[src/rtl/result_collector.sv]
// result_collector: buffers worker results in a FIFO, drops DISCARD results, forwards the rest in order to the matching unit
module result_collector #(
    parameter int ADDR_WIDTH          = 10,
    parameter int COLOR_WIDTH         = 16,
    parameter int DATA_WIDTH          = 32,
    parameter int WORKER_RESULT_WIDTH = 2 + ADDR_WIDTH + COLOR_WIDTH + DATA_WIDTH,
    parameter int TOKEN_WIDTH         = WORKER_RESULT_WIDTH,
    parameter int FIFO_DEPTH          = 4
) (
    input  logic                           CLK,
    input  logic                           RST_N,
    input  logic                           WR_VALID,
    input  logic [WORKER_RESULT_WIDTH-1:0] WR_DATA,
    output logic                           WR_READY,
    output logic                           MU_VALID,
    output logic [TOKEN_WIDTH-1:0]         MU_DATA,
    input  logic                           MU_READY,
    output logic [15:0]                    DROP_COUNT,
    output logic [$clog2(FIFO_DEPTH):0]    FIFO_LEVEL
);
    localparam int AW = $clog2(FIFO_DEPTH);
    localparam int LW = AW + 1;
    localparam logic [LW-1:0] DEPTH = LW'(FIFO_DEPTH);
    logic [WORKER_RESULT_WIDTH-1:0] mem [FIFO_DEPTH];
    logic [WORKER_RESULT_WIDTH-1:0] head;
    logic [AW-1:0] wr_ptr, rd_ptr;
    logic [LW-1:0] level_next;
    logic push, pop, discard, load;
    // a discarded head pops regardless of the output stage, so it never blocks
    always_comb begin
        head       = mem[rd_ptr];
        discard    = head[WORKER_RESULT_WIDTH-1 -: 2] == 2'd3;
        push       = WR_VALID && WR_READY;
        pop        = (FIFO_LEVEL != '0) && (discard || !MU_VALID || MU_READY);
        load       = pop && !discard;
        level_next = FIFO_LEVEL + LW'(push) - LW'(pop);
    end
    always_ff @(posedge CLK or negedge RST_N) begin
        if (!RST_N) begin
            wr_ptr     <= '0;
            rd_ptr     <= '0;
            FIFO_LEVEL <= '0;
            WR_READY   <= 1'b0;
            MU_VALID   <= 1'b0;
            MU_DATA    <= '0;
            DROP_COUNT <= '0;
        end else begin
            wr_ptr     <= wr_ptr + AW'(push);
            rd_ptr     <= rd_ptr + AW'(pop);
            FIFO_LEVEL <= level_next;
            WR_READY   <= level_next < DEPTH;
            if (load) begin
                MU_VALID <= 1'b1;
                MU_DATA  <= head;
            end else if (MU_READY) begin
                MU_VALID <= 1'b0;
            end
            if (pop && discard && DROP_COUNT != 16'hFFFF)
                DROP_COUNT <= DROP_COUNT + 16'd1;
        end
    end
    always_ff @(posedge CLK)
        if (push) mem[wr_ptr] <= WR_DATA;
endmodule

[config.mk]
export PLATFORM = sky130hd
export DESIGN_NAME = result_collector
export DESIGN_NICKNAME = d
export VERILOG_FILES = /design/src/rtl/result_collector.sv
export SDC_FILE = /design/constraint.sdc
export NUM_CORES = 1
export LEC_CHECK = 0
export ABC_AREA = 1
export CORE_MARGIN = 2
export CORE_UTILIZATION = 50
export CTS_CLUSTER_DIAMETER = 30
export DETAILED_ROUTE_END_ITERATION = 10
export GPL_ROUTABILITY_DRIVEN = 0
export GPL_TIMING_DRIVEN = 0
export PLACE_DENSITY = 0.82
export SETUP_SLACK_MARGIN = 0.5
export SKIP_CTS_REPAIR_TIMING = 1
export SYNTH_ARGS = -nofsm -noshare
export SYNTH_HDL_FRONTEND = slang
export SYNTH_SLANG_ARGS = --single-unit
[constraint.sdc]
create_clock -name CLK -period 4.64 [get_ports CLK]
set_input_delay 0.928 -clock CLK [delete_from_list [all_inputs] [get_ports CLK]]
set_output_delay 0.928 -clock CLK [all_outputs]
set_load 0.02 [all_outputs]
* Word-level counts from Yosys, hierarchy flattened
Memory sizes are Yosys's and may differ from the RTL's.
Cells that the tools add are included.
** Cells by class
- Add/subtract/negate cells :: 5
- Magnitude comparators :: 1
- Eq/ne operators :: 2
- Muxes and demuxes :: 4
- Reduce and logical (&&, ||, !) cells :: 11
** Operators with widths (number)
- $add A16 B1 Y16 const B :: 1
- $ne A16 B16 Y1 const B :: 1
- $logic_and A1 B1 Y1 :: 5
- $add A2 B1 Y2 :: 2
- $mux W1 :: 4
- $add A3 B1 Y3 :: 1
- $lt A3 B3 Y1 const B :: 1
- $reduce_bool A3 Y1 :: 1
- $sub A3 B1 Y3 :: 1
- $eq A2 B2 Y1 const B :: 1
- $logic_not A1 Y1 :: 2
- $logic_or A1 B1 Y1 :: 2
- $reduce_bool A2 Y1 :: 1
** Word-level totals
- Register bits after elaboration :: 85
- RAM bits :: 240
- Input bits :: 64
- Output and inout bits :: 81
- Word-level logic and storage cells :: 31
- Memories :: 1
** Memories
- mem :: depth 4, bits a word 60, read ports 1, clocked after memory_dff 0, write ports 1, RTL line 24 : logic [WORKER_RESULT_WIDTH-1:0] mem [FIFO_DEPTH];

* Logic depth before layout (Yosys ltp)
An unclocked memory read counts as a cell.
- Word-level depth :: 7
- Gate-level depth with buffers :: 15
- Gate-level depth less buffers :: 15

* Worst setup path before layout
Ideal clock, no wire load.
- Kind :: input to register
- From :: input WR_VALID
- To :: memory mem[0][0] (netlist name) (enable)
- Library setup time :: 0.552 ns
- Arrival time :: 5.141 ns
- Required time :: 4.088 ns
- Slack :: -1.053 ns
- Cell stages on the path :: 2
- Path buffers :: 0
- Cells stage by stage :: nand2_1 -> nor3_1
** Between the ends
- Word-level cells in the longest chain between the ends :: 3
** RTL lines
- from (decl) :: RTL line 12 : input logic WR_VALID,
- $logic_and A1 B1 Y1 :: RTL line 33 : push = WR_VALID && WR_READY;
- $mux W1 :: RTL line 63 : if (push) mem[wr_ptr] <= WR_DATA;
- $mux W1 (not written as such) :: RTL line 63
- to (decl) :: RTL line 24
No other way between the ends.

* Worst setup path after layout
- From :: register rd_ptr[1]
- To :: register WR_READY
** Between the ends
- Word-level cells in the longest chain between the ends :: 7
** RTL lines
- from (decl) :: RTL line 26 : logic [AW-1:0] wr_ptr, rd_ptr;
- from (signal assigned) :: RTL line 49 : rd_ptr <= rd_ptr + AW'(pop);
- $mem_v2 Z4 W60
- $eq A2 B2 Y1 :: RTL line 32 : discard = head[WORKER_RESULT_WIDTH-1 -: 2] == 2'd3;
- $logic_or A1 B1 Y1 (2 in a row) :: RTL line 34 : pop = (FIFO_LEVEL != '0) && (discard || !MU_VALID || MU_READY);
- $logic_and A1 B1 Y1 :: RTL line 34
- $sub A3 B1 Y3 :: RTL line 36 : level_next = FIFO_LEVEL + LW'(push) - LW'(pop);
- net level_next[2] :: RTL line 27 : logic [LW-1:0] level_next;
- $lt A3 B3 Y1 :: RTL line 51 : WR_READY <= level_next < DEPTH;
- to (signal assigned) :: RTL line 51
- to (decl) :: RTL line 14 : output logic WR_READY,
The timed path passes the listed nets, and every way through them passes these cells.
A chain may end at the register's enable or synchronous reset.

==> results.py <==
metrics = {
    "status": {
        "status": "finished clean",
    },
    "clock_tree": {
        "cts.path.max_buffers": 3,
        "path_clk_slew_ps": 50,
        "cts-root-buf": "clkbuf_16",
        "cts_tree": "built",
        "clock_latency_ps": 550,
        "cts_made_buffers": 50,
        "cts_num_sinks": 325,
        "htreeDepth": 2,
    },
    "cells_and_area": {
        "area_growth_pct": 32.2,
        "drive_gt1_frac": 0.118,
        "regArea_um2": 9330,
        "multiInputGateArea_um2": 2900,
        "fin_nets": 1324,
        "fill_cells": 1668,
    },
    "floorplanning": {
        "die_x_um": 162,
        "dieArea_um2": 26400,
        "start_util": 0.513,
        "core_area_um2": 24500,
        "pin_count": 145,
        "die_y_um": 162,
        "std_cell_rows": 57,
    },
    "synthesis": {
        "synth_top_cell_by_area": "edfxtp_1",
        "synth_area_um2": 12500,
        "yosysWarningCount": 0,
        "synth_top_area_frac": 0.574,
        "synth_common_cells": "262 x nand2_1, 240 x edfxtp_1, 134 x nor2_1, 115 x o21ai_0, 85 x dfrtp_1",
        "synth.yosys.seq_area_share": 0.744,
        "synth_async_sr_flop_share": 0.262,
        "synth_fp_nets": 1102,
        "netlist_instances": 1032,
        "synth_edf_count": 240,
        "ys_types": 29,
        "synthFlopType": "edfxtp_1",
        "yosysMostFrequentCell": "nand2_1",
        "ys_top_cells_by_area": "edfxtp_1 57%, dfrtp_1 17%, nand2_1 7.8%",
        "yosys_register_bits": 325,
        "avgSynthCellArea_um2": 12.2,
    },
    "sta": {
        "maxSlewHeadroom": 0.277,
        "hold_viol": 0,
        "hold_ws_ps": 272,
        "post-route-period-util": 0.637,
        "finClkSkew_ps": 21.5,
        "fmax_mhz": 338,
        "tightest_slew_ps": 1080,
        "finalSetupViolCount": 0,
        "rsz0062_at_grt": "no",
        "finalMaxSlewViolations": 0,
        "period_minus_slack_ps": 2960,
    },
    "drt": {
        "via_per_inst": 5.48,
        "ant_nets": 0,
        "first_pass_iters": 6,
        "route.detailed.drc": 0,
        "routed_wl_um": 30800,
        "drt-wirelength-per-cell_um": 19.0,
        "drtIter0Drc": 1004,
        "dr_total_vias": 8893,
    },
    "placement": {
        "port_buffers": 144,
        "hpwl_um": 19300,
    },
    "critical_path": {
        "reg2reg_from": "rd_ptr[1]$_DFF_PN0_",
        "start_kind": "flip-flop",
        "startpoint": "rd_ptr[1]$_DFF_PN0_",
        "cp_max_fo": 10,
        "cp-end-kind": "flip-flop",
        "critPathKind": "reg2reg",
        "crit_arrival_ps": 3380,
        "rr_worst_depth": 13,
        "crit_end": "WR_READY$_DFF_PN0_",
        "worstPathRequired_ps": 5060,
        "rr_endpoint": "WR_READY$_DFF_PN0_",
        "r2r_slack_ps": 1680,
    },
    "hold_path": {
        "hp-class": "in2async",
    },
    "global_routing": {
        "grtUsageTotal": 0.236,
        "antenna_found_initial": 2,
        "grt_overflow": 0,
        "grt_pass1_wl_um": 47700,
        "grt_pass1_vias": 9018,
        "grt_start_max_net_pins": 69,
    },
    "pwr": {
        "total_power_mw": 12.3,
        "ir_drop_v": 0.000410,
        "leakagePower_nw": 6.44,
        "power.density_nw_per_um2": 740,
    },
    "run": {
        "drv_cap": 0,
    },
}
==> per-layer routing <==
layer,track usage,share of wire
met1,0.303,0.39
met2,0.397,0.50
met3,0.0550,0.085
met4,0.0821,0.023
met5,0,0
==> report_power, final <==
group / switching (mW) / internal [mW]
clock: 1.39 / 2.64
combinational: 2.68 / 1.48
sequential: 0.290 / 3.81
total: 4.36 / 7.92
==> stage by stage <==
| step | utilization | instance area (µm²) | cells | setup WS [ps] | TNS (ps) |
|---|---|---|---|---|---|
| 2_1_floorplan | - | 12500 | 1032 | -1050 | -252760 |
| 3_3_place_gp | 0.589 | 14400 | 1500 | -4750 | -1162640 |
| 3_5_place_dp | 0.602 | 14700 | 1526 | 1260 | 0 |
| 4_1_cts | 0.678 | 16600 | 1620 | 1690 | 0 |
| 5_1_grt | 0.678 | 16600 | 1620 | 1390 | 0 |
| 6_report | 0.678 | 16600 | 1622 | 1680 | 0 |
==> logic make-up after synthesis <==
family,after synthesis,share of synthesized area
AOI/OAI and AO/OA,181,0.0794
xor gates and xnor gates,15,0.0105
adders and majority gates,6,0.00658
buffers and inverters,75,0.0267
DFF,325,0.744
and+or+nand+nor,430,0.133
==> worst max-delay path, stage by stage (launching register included) <==
cell and delay, ps:
dfrtp_1 310, buf_2 280, inv_2 180, nand3_1 120
nand2_1 150, nor2_1 460, or2_2 230, ha_1 230
inv_1 60, ha_1 140, inv_1 50, fa_1 380
xor2_1 190, inv_1 50
==> final cells by class <==
cell class                 instances  share of cell area
tap                              324              0.0244
antenna                            2            0.000302
buffer                            52              0.0150
multi-input combinational        632               0.175
inverter                          23             0.00521
sequential                       325               0.563
clock buffer                      58              0.0817
clock inverter                    36              0.0294
timing repair buffer             170               0.106
==> cells in the final DEF (no fill, tap or decap), types with 4 or more instances in the layout <==
master	count
clkdlybuf4s50_1	143
buf_8	5
xnor2_1	8
clkbuf_1	29
buf_2	21
o22ai_1	58
nor2_1	134
o21ai_1	5
inv_6	7
dfrtp_1	85
nand3_1	21
ha_1	5
clkbuf_16	53
nor3_2	4
nand4_1	4
o21ai_0	115
buf_6	22
bufinv_16	9
clkinvlp_4	4
clkinv_2	5
inv_8	6
xor2_1	7
nand2_1	262
inv_1	21
edfxtp_1	240
==> flip-flops by register name (all words and copies together) (netlist names) <==
name	cells
mem	240
MU_DATA	60
DROP_COUNT	16
FIFO_LEVEL	3
rd_ptr	2
wr_ptr	2
MU_VALID	1
WR_READY	1
==> worst min-delay path by stage <==
stage | to | depth (start not counted) | startpoint | slack (ps)
floorplan | wr_ptr[1]$_DFF_PN0_ | 1 | wr_ptr[1]$_DFF_PN0_ | 480
global placement | MU_DATA[55]$_DFFE_PN0P_ | 2 | MU_DATA[55]$_DFFE_PN0P_ | 460
detailed placement | MU_DATA[0]$_DFFE_PN0P_ | 2 | MU_DATA[0]$_DFFE_PN0P_ | 460
CTS | MU_DATA[49]$_DFFE_PN0P_ | 1 | RST_N | 260
global route | MU_DATA[49]$_DFFE_PN0P_ | 1 | RST_N | 270
finish | MU_DATA[49]$_DFFE_PN0P_ | 1 | RST_N | 270
(Power assumes the default switching activity.)
